File: config.mk
export PLATFORM = sky130hd
export DESIGN_NAME = fb_write_arbiter
export DESIGN_NICKNAME = d
export VERILOG_FILES = /design/src/rtl/display_processor_pkg.sv /design/src/rtl/fb_wr_fifo.sv /design/src/rtl/fb_write_arbiter.sv
export SDC_FILE = /design/constraint.sdc
export NUM_CORES = 1
export LEC_CHECK = 0
export CORE_UTILIZATION = 45
export CTS_CLUSTER_DIAMETER = 150
export DETAILED_ROUTE_END_ITERATION = 7
export GPL_ROUTABILITY_DRIVEN = 1
export SYNTH_ARGS = -nofsm -noshare
export SYNTH_HDL_FRONTEND = slang
export SYNTH_SLANG_ARGS = --single-unit
File: constraint.sdc
create_clock -name clk -period 8.05 [get_ports clk]
set_clock_uncertainty 0.15 [all_clocks]
set_input_delay 0.805 -clock clk [delete_from_list [all_inputs] [get_ports clk]]
set_output_delay 0.805 -clock clk [all_outputs]
set_load 0.02 [all_outputs]
File: src/rtl/display_processor_pkg.sv
// Shared display-processor types and default geometry used by the framebuffer write arbiter.
package display_processor_pkg;

  localparam int unsigned DEFAULT_RESOLUTION_X   = 400;
  localparam int unsigned DEFAULT_RESOLUTION_Y   = 300;
  localparam int unsigned DEFAULT_PALETTE_LENGTH = 256;
  localparam int unsigned FB_ARB_MAX_REQ         = 8;

  localparam int unsigned PXL_XW = $clog2(DEFAULT_RESOLUTION_X);
  localparam int unsigned PXL_YW = $clog2(DEFAULT_RESOLUTION_Y);
  localparam int unsigned PXL_VW = $clog2(DEFAULT_PALETTE_LENGTH);

  typedef struct packed {
    logic [PXL_XW-1:0] x;
    logic [PXL_YW-1:0] y;
    logic [PXL_VW-1:0] value;
  } fb_arb_entry_t;

endpackage

File: src/rtl/fb_wr_fifo.sv
// Synchronous single-clock FIFO holding one core's pending framebuffer writes.
module fb_wr_fifo #(
  parameter int unsigned DEPTH  = 4,
  parameter int unsigned DATA_W = 26
) (
  input  logic                       clk,
  input  logic                       reset,
  input  logic                       push,
  input  logic [DATA_W-1:0]          din,
  input  logic                       pop,
  output logic [DATA_W-1:0]          dout,
  output logic                       full,
  output logic                       empty,
  output logic [$clog2(DEPTH):0]     count
);

  localparam int unsigned PW = $clog2(DEPTH);
  localparam int unsigned CW = PW + 1;

  logic [DATA_W-1:0] mem [DEPTH];
  logic [PW-1:0]     wr_ptr;
  logic [PW-1:0]     rd_ptr;

  // Pointers wrap naturally because DEPTH is a power of two.
  always_ff @(posedge clk) begin
    if (!reset) begin
      wr_ptr <= '0;
      rd_ptr <= '0;
      count  <= '0;
    end else begin
      if (push) wr_ptr <= wr_ptr + PW'(1);
      if (pop)  rd_ptr <= rd_ptr + PW'(1);
      case ({push, pop})
        2'b10:   count <= count + CW'(1);
        2'b01:   count <= count - CW'(1);
        default: count <= count;
      endcase
    end
  end

  // Storage is not reset; valid data is tracked by the pointers alone.
  always_ff @(posedge clk) begin
    if (push) mem[wr_ptr] <= din;
  end

  assign dout  = mem[rd_ptr];
  assign full  = (count == CW'(DEPTH));
  assign empty = (count == '0);

endmodule

File: src/rtl/fb_write_arbiter.sv
// Round-robin arbiter merging per-core pixel FIFOs into one registered framebuffer write port.
// Optional FB_WRITE_ARBITER_BOUNDS_CHECK_EN drops out-of-range coordinates at enqueue.
module fb_write_arbiter
  import display_processor_pkg::*;
#(
  parameter int unsigned NUM_REQ           = 4,
  parameter int unsigned RESOLUTION_X      = DEFAULT_RESOLUTION_X,
  parameter int unsigned RESOLUTION_Y      = DEFAULT_RESOLUTION_Y,
  parameter int unsigned PALETTE_LENGTH    = DEFAULT_PALETTE_LENGTH,
  parameter int unsigned FIFO_DEPTH        = 4,
  parameter int unsigned ALMOST_FULL_LEVEL = 3
) (
  input  logic                                       clk,
  input  logic                                       reset,
  input  logic [NUM_REQ-1:0]                         req_wr_en,
  input  logic [NUM_REQ*$clog2(RESOLUTION_X)-1:0]    req_pxl_x,
  input  logic [NUM_REQ*$clog2(RESOLUTION_Y)-1:0]    req_pxl_y,
  input  logic [NUM_REQ*$clog2(PALETTE_LENGTH)-1:0]  req_pxl_value,
  output logic [NUM_REQ-1:0]                         req_almost_full,
  output logic [NUM_REQ-1:0]                         req_overflow,
  input  logic [NUM_REQ-1:0]                         overflow_clr,
  output logic                                       fb_wr_en,
  input  logic                                       fb_wr_ready,
  output logic [$clog2(RESOLUTION_X)-1:0]            fb_wr_pxl_x,
  output logic [$clog2(RESOLUTION_Y)-1:0]            fb_wr_pxl_y,
  output logic [$clog2(PALETTE_LENGTH)-1:0]          fb_wr_pxl_value
);

  localparam int unsigned XW = $clog2(RESOLUTION_X);
  localparam int unsigned YW = $clog2(RESOLUTION_Y);
  localparam int unsigned VW = $clog2(PALETTE_LENGTH);
  localparam int unsigned EW = XW + YW + VW;
  localparam int unsigned CW = $clog2(FIFO_DEPTH) + 1;
  localparam int unsigned GW = $clog2(NUM_REQ);

  logic [NUM_REQ-1:0] push;
  logic [NUM_REQ-1:0] pop;
  logic [NUM_REQ-1:0] drop;
  logic [NUM_REQ-1:0] full;
  logic [NUM_REQ-1:0] empty;
  logic [NUM_REQ-1:0] in_range;
  logic [EW-1:0]      head [NUM_REQ];

  logic [GW-1:0]      last_grant;
  logic [GW-1:0]      grant_idx;
  logic [GW-1:0]      scan_idx;
  logic               grant_valid;
  logic               load_ok;

  assign load_ok = !fb_wr_en || fb_wr_ready;

  for (genvar i = 0; i < NUM_REQ; i++) begin : g_req
    logic [XW-1:0] x;
    logic [YW-1:0] y;
    logic [VW-1:0] v;
    logic [CW-1:0] count;

    assign x = req_pxl_x[i*XW +: XW];
    assign y = req_pxl_y[i*YW +: YW];
    assign v = req_pxl_value[i*VW +: VW];

`ifdef FB_WRITE_ARBITER_BOUNDS_CHECK_EN
    assign in_range[i] = (32'(x) < RESOLUTION_X) && (32'(y) < RESOLUTION_Y);
`else
    assign in_range[i] = 1'b1;
`endif

    // A full FIFO still accepts a write when its head leaves in the same cycle.
    assign push[i] = req_wr_en[i] && in_range[i] && (!full[i] || pop[i]);
    assign drop[i] = req_wr_en[i] && in_range[i] && full[i] && !pop[i];
    assign pop[i]  = load_ok && grant_valid && (grant_idx == GW'(i));
    assign req_almost_full[i] = (count >= CW'(ALMOST_FULL_LEVEL));

    fb_wr_fifo #(
      .DEPTH  (FIFO_DEPTH),
      .DATA_W (EW)
    ) u_fifo (
      .clk   (clk),
      .reset (reset),
      .push  (push[i]),
      .din   ({x, y, v}),
      .pop   (pop[i]),
      .dout  (head[i]),
      .full  (full[i]),
      .empty (empty[i]),
      .count (count)
    );
  end

  // Scan downward so the nearest non-empty FIFO after last_grant wins.
  always_comb begin
    grant_valid = 1'b0;
    grant_idx   = '0;
    scan_idx    = '0;
    for (int unsigned k = NUM_REQ; k > 0; k--) begin
      scan_idx = GW'((32'(last_grant) + k) % NUM_REQ);
      if (!empty[scan_idx]) begin
        grant_valid = 1'b1;
        grant_idx   = scan_idx;
      end
    end
  end

  // Output stage, round-robin pointer and sticky overflow flags.
  always_ff @(posedge clk) begin
    if (!reset) begin
      fb_wr_en        <= 1'b0;
      fb_wr_pxl_x     <= '0;
      fb_wr_pxl_y     <= '0;
      fb_wr_pxl_value <= '0;
      last_grant      <= GW'(NUM_REQ - 1);
      req_overflow    <= '0;
    end else begin
      if (load_ok) begin
        fb_wr_en <= grant_valid;
        if (grant_valid) begin
          {fb_wr_pxl_x, fb_wr_pxl_y, fb_wr_pxl_value} <= head[grant_idx];
          last_grant <= grant_idx;
        end
      end
      req_overflow <= (req_overflow & ~overflow_clr) | drop;
    end
  end

endmodule

==> run_results.csv, run 1 <==
group,metric,value,unit
clock_network,clockRootBuffer,"clkbuf_16",
clock_network,holdBufCountCts,0,
routing,wirelength,40.6,mm
power,p_leak,7.37,nW
sta,worst_pin_slew,1040,ps
critical_path,cp_max_fo,15,
synthesis,synth-seq-area-share,73.1,%
global_route,grt_pass1_vias,9832,
run_status,status,"finished clean",
routing,top_layer_used,"met5",
critical_path,critPathKind,"register to register",
routing,drc,0,
job,drv_cap,0,
routing,met2_length,18.8,mm
power,p_per_area,373,mW/mm^2
clock_network,cts.sinks,485,
layout,synthToLayoutAreaGrowth,19.5,%
synthesis,syn_avg_cell_area,19.0,um^2
clock_network,cts_resized,0,
placement,io_buffers,149,
synthesis,synth.distinct_cells,47,
global_route,grt_pass1_wl,61.7,mm
clock_network,clock_latency,580,ps
clock_network,cts_buffers,50,
worst_hold_path,hold_class,"register to register",
critical_path,cp.arrival,4240,ps
sta,fin_setup_tns,0,ps
placement,gp_congestion,0.751,
routing,vias_per_cell,5.48,
power,power,8.45,mW
sta,fmax,0.256,GHz
routing,drtPass1Iterations,5,
synthesis,synth_top_cell_area_share,65.8,%
sta,rsz0062_at_grt,"false",
routing,avgRoutedWirePerCell,23.2,um
die,dieArea,0.0430,mm^2
critical_path,required,8380,ps
routing,dr_wl_met3,2.03,mm
die,core_area,0.0412,mm^2
global_route,grt_overflow_total,0,
layout,fill_cells,3203,
layout,final_common_cell,"edfxtp_1",
sta,hold_ws,320,ps
sta,finalSetupViolCount,0,
sta,slew_violations,0,
clock_network,cts.htree.levels,2,
critical_path,worstSetupEndpointType,"register",
global_route,grt_start_max_net_pins,34,
routing,num_vias,9604,
die,fp.dieW,207,um
die,start_util,46.1,%
sta,period_share,48.6,%
placement,post-dp-hpwl,26.0,mm
routing,wl_met1,18.7,mm
synthesis,synthCells,1001,
synthesis,synthTopCellsByArea,"edfxtp_1 (66%), mux4_2 (12%), dfxtp_1 (7.3%)",
sta,layout_min_cycle_time,3910,ps
critical_path,start_kind,"register",
sta,finalHoldViolations,0,
layout,final_area,0.0227,mm^2
synthesis,syn_area,0.0190,mm^2
global_route,track_usage,19.2,%
placement,place_area,0.0211,mm^2
clock_network,clk_pin_slew,60,ps
synthesis,ys_warn_count,0,
global_route,antenna_found_initial,2,
layout,layout_common_cells,"edfxtp_1 (416), clkdlybuf4s50_1 (149), mux4_2 (104), dfxtp_1 (65), clkbuf_16 (53)",
synthesis,synth_nets,1140,
synthesis,synth_top_area_cell,"edfxtp_1",
clock_network,cts_tree,"built",
die,io_pins,150,
power,ir_worst_vdd,0.000223,V
clock_network,cts_buffer_depth,3,
synthesis,ys_ff_latch,485,
die,die_y,207,um
die,rows,74,
routing,antenna_left,0,
sta,relSlewSlack,30.7,%
layout,nets,1316,
clock_network,cts_setup_buffers,0,
routing,drt_iter0_drc,834,
layout,layout-drive-gt1-share,20.1,%
final timing paths:
path,startpoint,to,slack [ps],cells after the start
setup / recovery,g_req[2].u_fifo.count[2],g_req[2].u_fifo.count[2],4140,11
hold / removal,req_overflow[2],req_overflow[2],320,2
setup reg to reg,g_req[2].u_fifo.count[2],g_req[2].u_fifo.count[2],4140,11
hold reg to reg,req_overflow[2],req_overflow[2],320,2
stage by stage:
step           utilization, %  instances  setup slack, ps
2_1_floorplan               -       1001             5040
3_3_place_gp             51.2       1657             4060
3_5_place_dp             51.2       1657             3980
4_1_cts                  55.0       1750             4150
5_1_grt                  55.0       1750             3820
6_report                 55.0       1751             4140
cells by family after synthesis:
family | Yosys count | share of synthesized area (%)
DFF | 485 | 73.1
muxes | 143 | 14.6
and+or+nand+nor | 132 | 3.59
AOI/OAI and AO/OA | 130 | 4.83
buffers and inverters | 79 | 1.78
adders and majority gates | 24 | 1.74
xor gates and xnor gates | 8 | 0.369
per-layer routing:
| layer | GRT usage (%) | vias to the layer above |
|---|---|---|
| met5 | 0 | - |
| met4 | 6.43 | 2 |
| met3 | 3.51 | 65 |
| met2 | 29.2 | 213 |
| met1 | 28.2 | 4929 |
| li1 | - | 4395 |
layout make-up:
cell class / instances / area (um^2) / share of cell area [%]
multi-input cells: 437 / 4770 / 21.0
repair buffers: 174 / 1680 / 7.41
clock inverters: 16 / 110 / 0.486
flip-flops and latches: 485 / 13900 / 61.2
well taps: 532 / 666 / 2.94
clock buffers: 77 / 1460 / 6.42
inverters: 29 / 109 / 0.480
diodes: 1 / 2.50 / 0.0110
critical path: stages (launching register included):
cell and delay [ps]:
dfxtp_1 360, nor3_1 590, a221oi_4 170, o21ai_1 800, o21ai_1 390, inv_1 130, ha_1 190, inv_1 60
fa_1 370, xor2_1 160, or3_1 300, a21oi_1 150
sequential cells by signal, summed over array words and instances (netlist names), 2 cells and up, named ones only:
name and flops:
g_req.u_fifo.rd_ptr 8, g_req.u_fifo.wr_ptr 8, last_grant 2, g_req.u_fifo.mem 416
fb_wr_pxl_y 9, fb_wr_pxl_value 8, req_overflow 4, g_req.u_fifo.count 12
fb_wr_pxl_x 9
power breakdown:
part	internal, mW	total [mW]	switching (mW)
sequential	3.35	3.58	0.229
combinational	1.10	2.68	1.58
clock	1.28	2.20	0.920
total	5.72	8.45	2.73
synthesized netlist by cell type (all sizes together):
cell type	instances
a21oi	45
ha	20
clkbuf	25
o32ai	1
o31ai	6
o21ai	38
clkinv	1
a41oi	1
xor2	8
fa	4
o211ai	1
nor4b	1
nand3	31
inv	28
nand3b	2
or3	10
mux2i	13
nand4	2
edfxtp	416
mux2	26
dfxtp	69
nor3	6
o32a	2
o2111ai	2
a221oi	1
a21o	4
or4	3
nor2	23
o221a	2
o221ai	1
and2	16
nand2	32
nand2b	5
a221o	26
nor2b	1
buf	25
mux4	104
Power figures use the tool's default switching activity.
==> inputs of run 2 (changes only) <==
--- a/config.mk
+++ b/config.mk
@@ -9,6 +9,7 @@
 export CTS_CLUSTER_DIAMETER = 150
 export DETAILED_ROUTE_END_ITERATION = 7
 export GPL_ROUTABILITY_DRIVEN = 1
+export PLACE_DENSITY = 0.67
 export SYNTH_ARGS = -nofsm -noshare
 export SYNTH_HDL_FRONTEND = slang
 export SYNTH_SLANG_ARGS = --single-unit
==> constraint.sdc (replaced) <==
create_clock -name clk -period 3.5 [get_ports clk]
set_clock_uncertainty 0.15 [all_clocks]
set_input_delay 0.35 -clock clk [delete_from_list [all_inputs] [get_ports clk]]
set_output_delay 0.35 -clock clk [all_outputs]
set_load 0.02 [all_outputs]
==> run_results.csv, run 2 (same netlist as run 1, synthesis figures left out) <==
group,metric,value,unit
die,dieArea,0.0430,mm^2
critical_path,worstReg2RegStart,"g_req[1].u_fifo.count[0]",
routing,wirelength,40.5,mm
routing,avgRoutedWirePerCell,22.9,um
critical_path,cp_max_fo,9,
layout,top_register,"g_req.u_fifo.mem",
critical_path,rrSetupSlack,300,ps
sta,slew_violations,0,
sta,fin_setup_tns,0,ps
global_route,antenna_found_initial,1,
job,drv_cap,0,
placement,dpl_worst_slack,133,ps
critical_path,crit_path_start,"g_req[1].u_fifo.count[0]",
sta,relSlewSlack,29.3,%
sta,finalSetupViolCount,0,
die,start_util,46.1,%
critical_path,path_cells,"or3_1 -> o221a_2 -> nor2_2 -> o31ai_4 -> inv_1 -> ha_1 -> inv_1 -> fa_1 -> xor2_1 -> or3_1 -> a21oi_1",
critical_path,cp.arrival,3560,ps
critical_path,start_kind,"register",
sta,layout_min_cycle_time,3200,ps
sta,finalHoldViolations,0,
critical_path,r2r_end,"g_req[1].u_fifo.count[2]",
sta,period_share,91.5,%
worst_hold_path,hold_depth,1,
die,fp.dieW,207,um
clock_network,clk_pin_slew,60,ps
die,rows,74,
layout,synthToLayoutAreaGrowth,20.8,%
critical_path,slowest_delay,520,ps
global_route,grt_pass1_vias,10312,
routing,num_vias,9841,
die,core_area,0.0412,mm^2
sta,worst_pin_slew,1060,ps
routing,drc,0,
clock_network,cts_buffer_depth,3,
clock_network,holdBufCountCts,0,
placement,post-dp-hpwl,26.5,mm
critical_path,required,3850,ps
critical_path,worstSetupEndpointType,"register",
routing,antenna_left,0,
global_route,track_usage,19.4,%
sta,setup_ws,299,ps
placement,gp_congestion,0.857,
worst_hold_path,whs_endpoint,"g_req[3].u_fifo.mem[3][18]",
die,die_y,207,um
clock_network,cts.htree.levels,2,
routing,drt_iter0_drc,735,
layout,final_common_cell,"edfxtp_1",
layout,nets,1333,
layout,largest_reg_flops,416,
power,p_leak,7.51,nW
worst_hold_path,hp-start,"req_pxl_x[28]",
critical_path,critPathKind,"register to register",
layout,reg.largest.list,"g_req.u_fifo.mem (416), g_req.u_fifo.count (12)",
clock_network,cts.sinks,485,
run_status,status,"finished clean",
layout,fill_cells,3123,
clock_network,cts_buffers,49,
clock_network,clockRootBuffer,"clkbuf_16",
power,ir_worst_vdd,0.000632,V
global_route,grt_pass1_wl,62.5,mm
worst_hold_path,hold_class,"input pin to register",
clock_network,clock_latency,580,ps
layout,layout-drive-gt1-share,22.2,%
global_route,grt_start_max_net_pins,29,
sta,rsz0062_at_grt,"false",
global_route,grt_overflow_total,0,
critical_path,cp_slowest_cell,"or3_1",
routing,drtPass1Iterations,5,
die,io_pins,150,
sta,fmax,0.312,GHz
routing,vias_per_cell,5.57,
clock_network,cts_tree,"built",
power,p_per_area,859,mW/mm^2
critical_path,reg2reg_depth,11,
layout,layout_common_cells,"edfxtp_1 (416), clkdlybuf4s50_1 (149), mux4_2 (104), dfxtp_1 (65), clkbuf_16 (50)",
placement,io_buffers,149,
[run 2: metrics by stage]
stage                     hold WS [ps]  utilization, %  power, mW  instance area (um^2)  instances
after detailed placement           321            51.8       14.8                 21300       1675
after floorplan                    295               -       12.4                 19000       1001
final                              246            55.7       19.7                 22900       1768
after global placement             308            51.8       14.6                 21300       1675
after CTS                          201            55.6       19.9                 22900       1767
after global routing               227            55.7       20.8                 22900       1767
[run 2: worst max-delay path by stage]
stage / to / slack [ps] / cells after the start
after global routing: g_req[1].u_fifo.count[2] / 100 / 11
after floorplan: g_req[1].u_fifo.count[2] / 490 / 11
after detailed placement: g_req[1].u_fifo.count[2] / 130 / 11
after global placement: g_req[3].u_fifo.count[2] / 240 / 11
final: g_req[1].u_fifo.count[2] / 300 / 11
after CTS: g_req[3].u_fifo.count[2] / 110 / 11
[run 2: routing by layer]
metal / track usage [%] / up-vias / wire, um
li1: - / 4439 / -
met1: 26.4 / 5051 / 17300
met2: 31.7 / 303 / 19900
met3: 4.36 / 48 / 2560
met4: 5.15 / 0 / 762
met5: 0 / - / 0
[run 2: where the power goes]
group          switching, mW  internal [mW]
Combinational           3.70           2.73
Sequential             0.470           7.69
Clock                   2.18           2.92
Total                   6.35           13.3
[run 2: layout make-up]
class	count	area, um^2	share of cell area [%]
sequential	485	13900	60.5
multi-input combinational	437	4770	20.8
timing repair buffer	192	1910	8.35
clock buffer	60	1320	5.75
tap	532	666	2.90
clock inverter	32	270	1.18
inverter	29	109	0.475
antenna	1	2.50	0.0109
[run 2: what timing repair did]
item	4_1_cts	5_1_grt
gates resized for setup	0	2
setup endpoints to repair	0	2
setup buffers	0	0
[run 2: worst max-delay path, delay by kind of cell, from the launching register on]
family,cells,cell delay (ps)
AOI/OAI and AO/OA,3,590
xor gates and xnor gates,1,150
adders and majority gates,2,540
buffers and inverters,2,130
DFF,1,360
and+or+nand+nor,3,1210
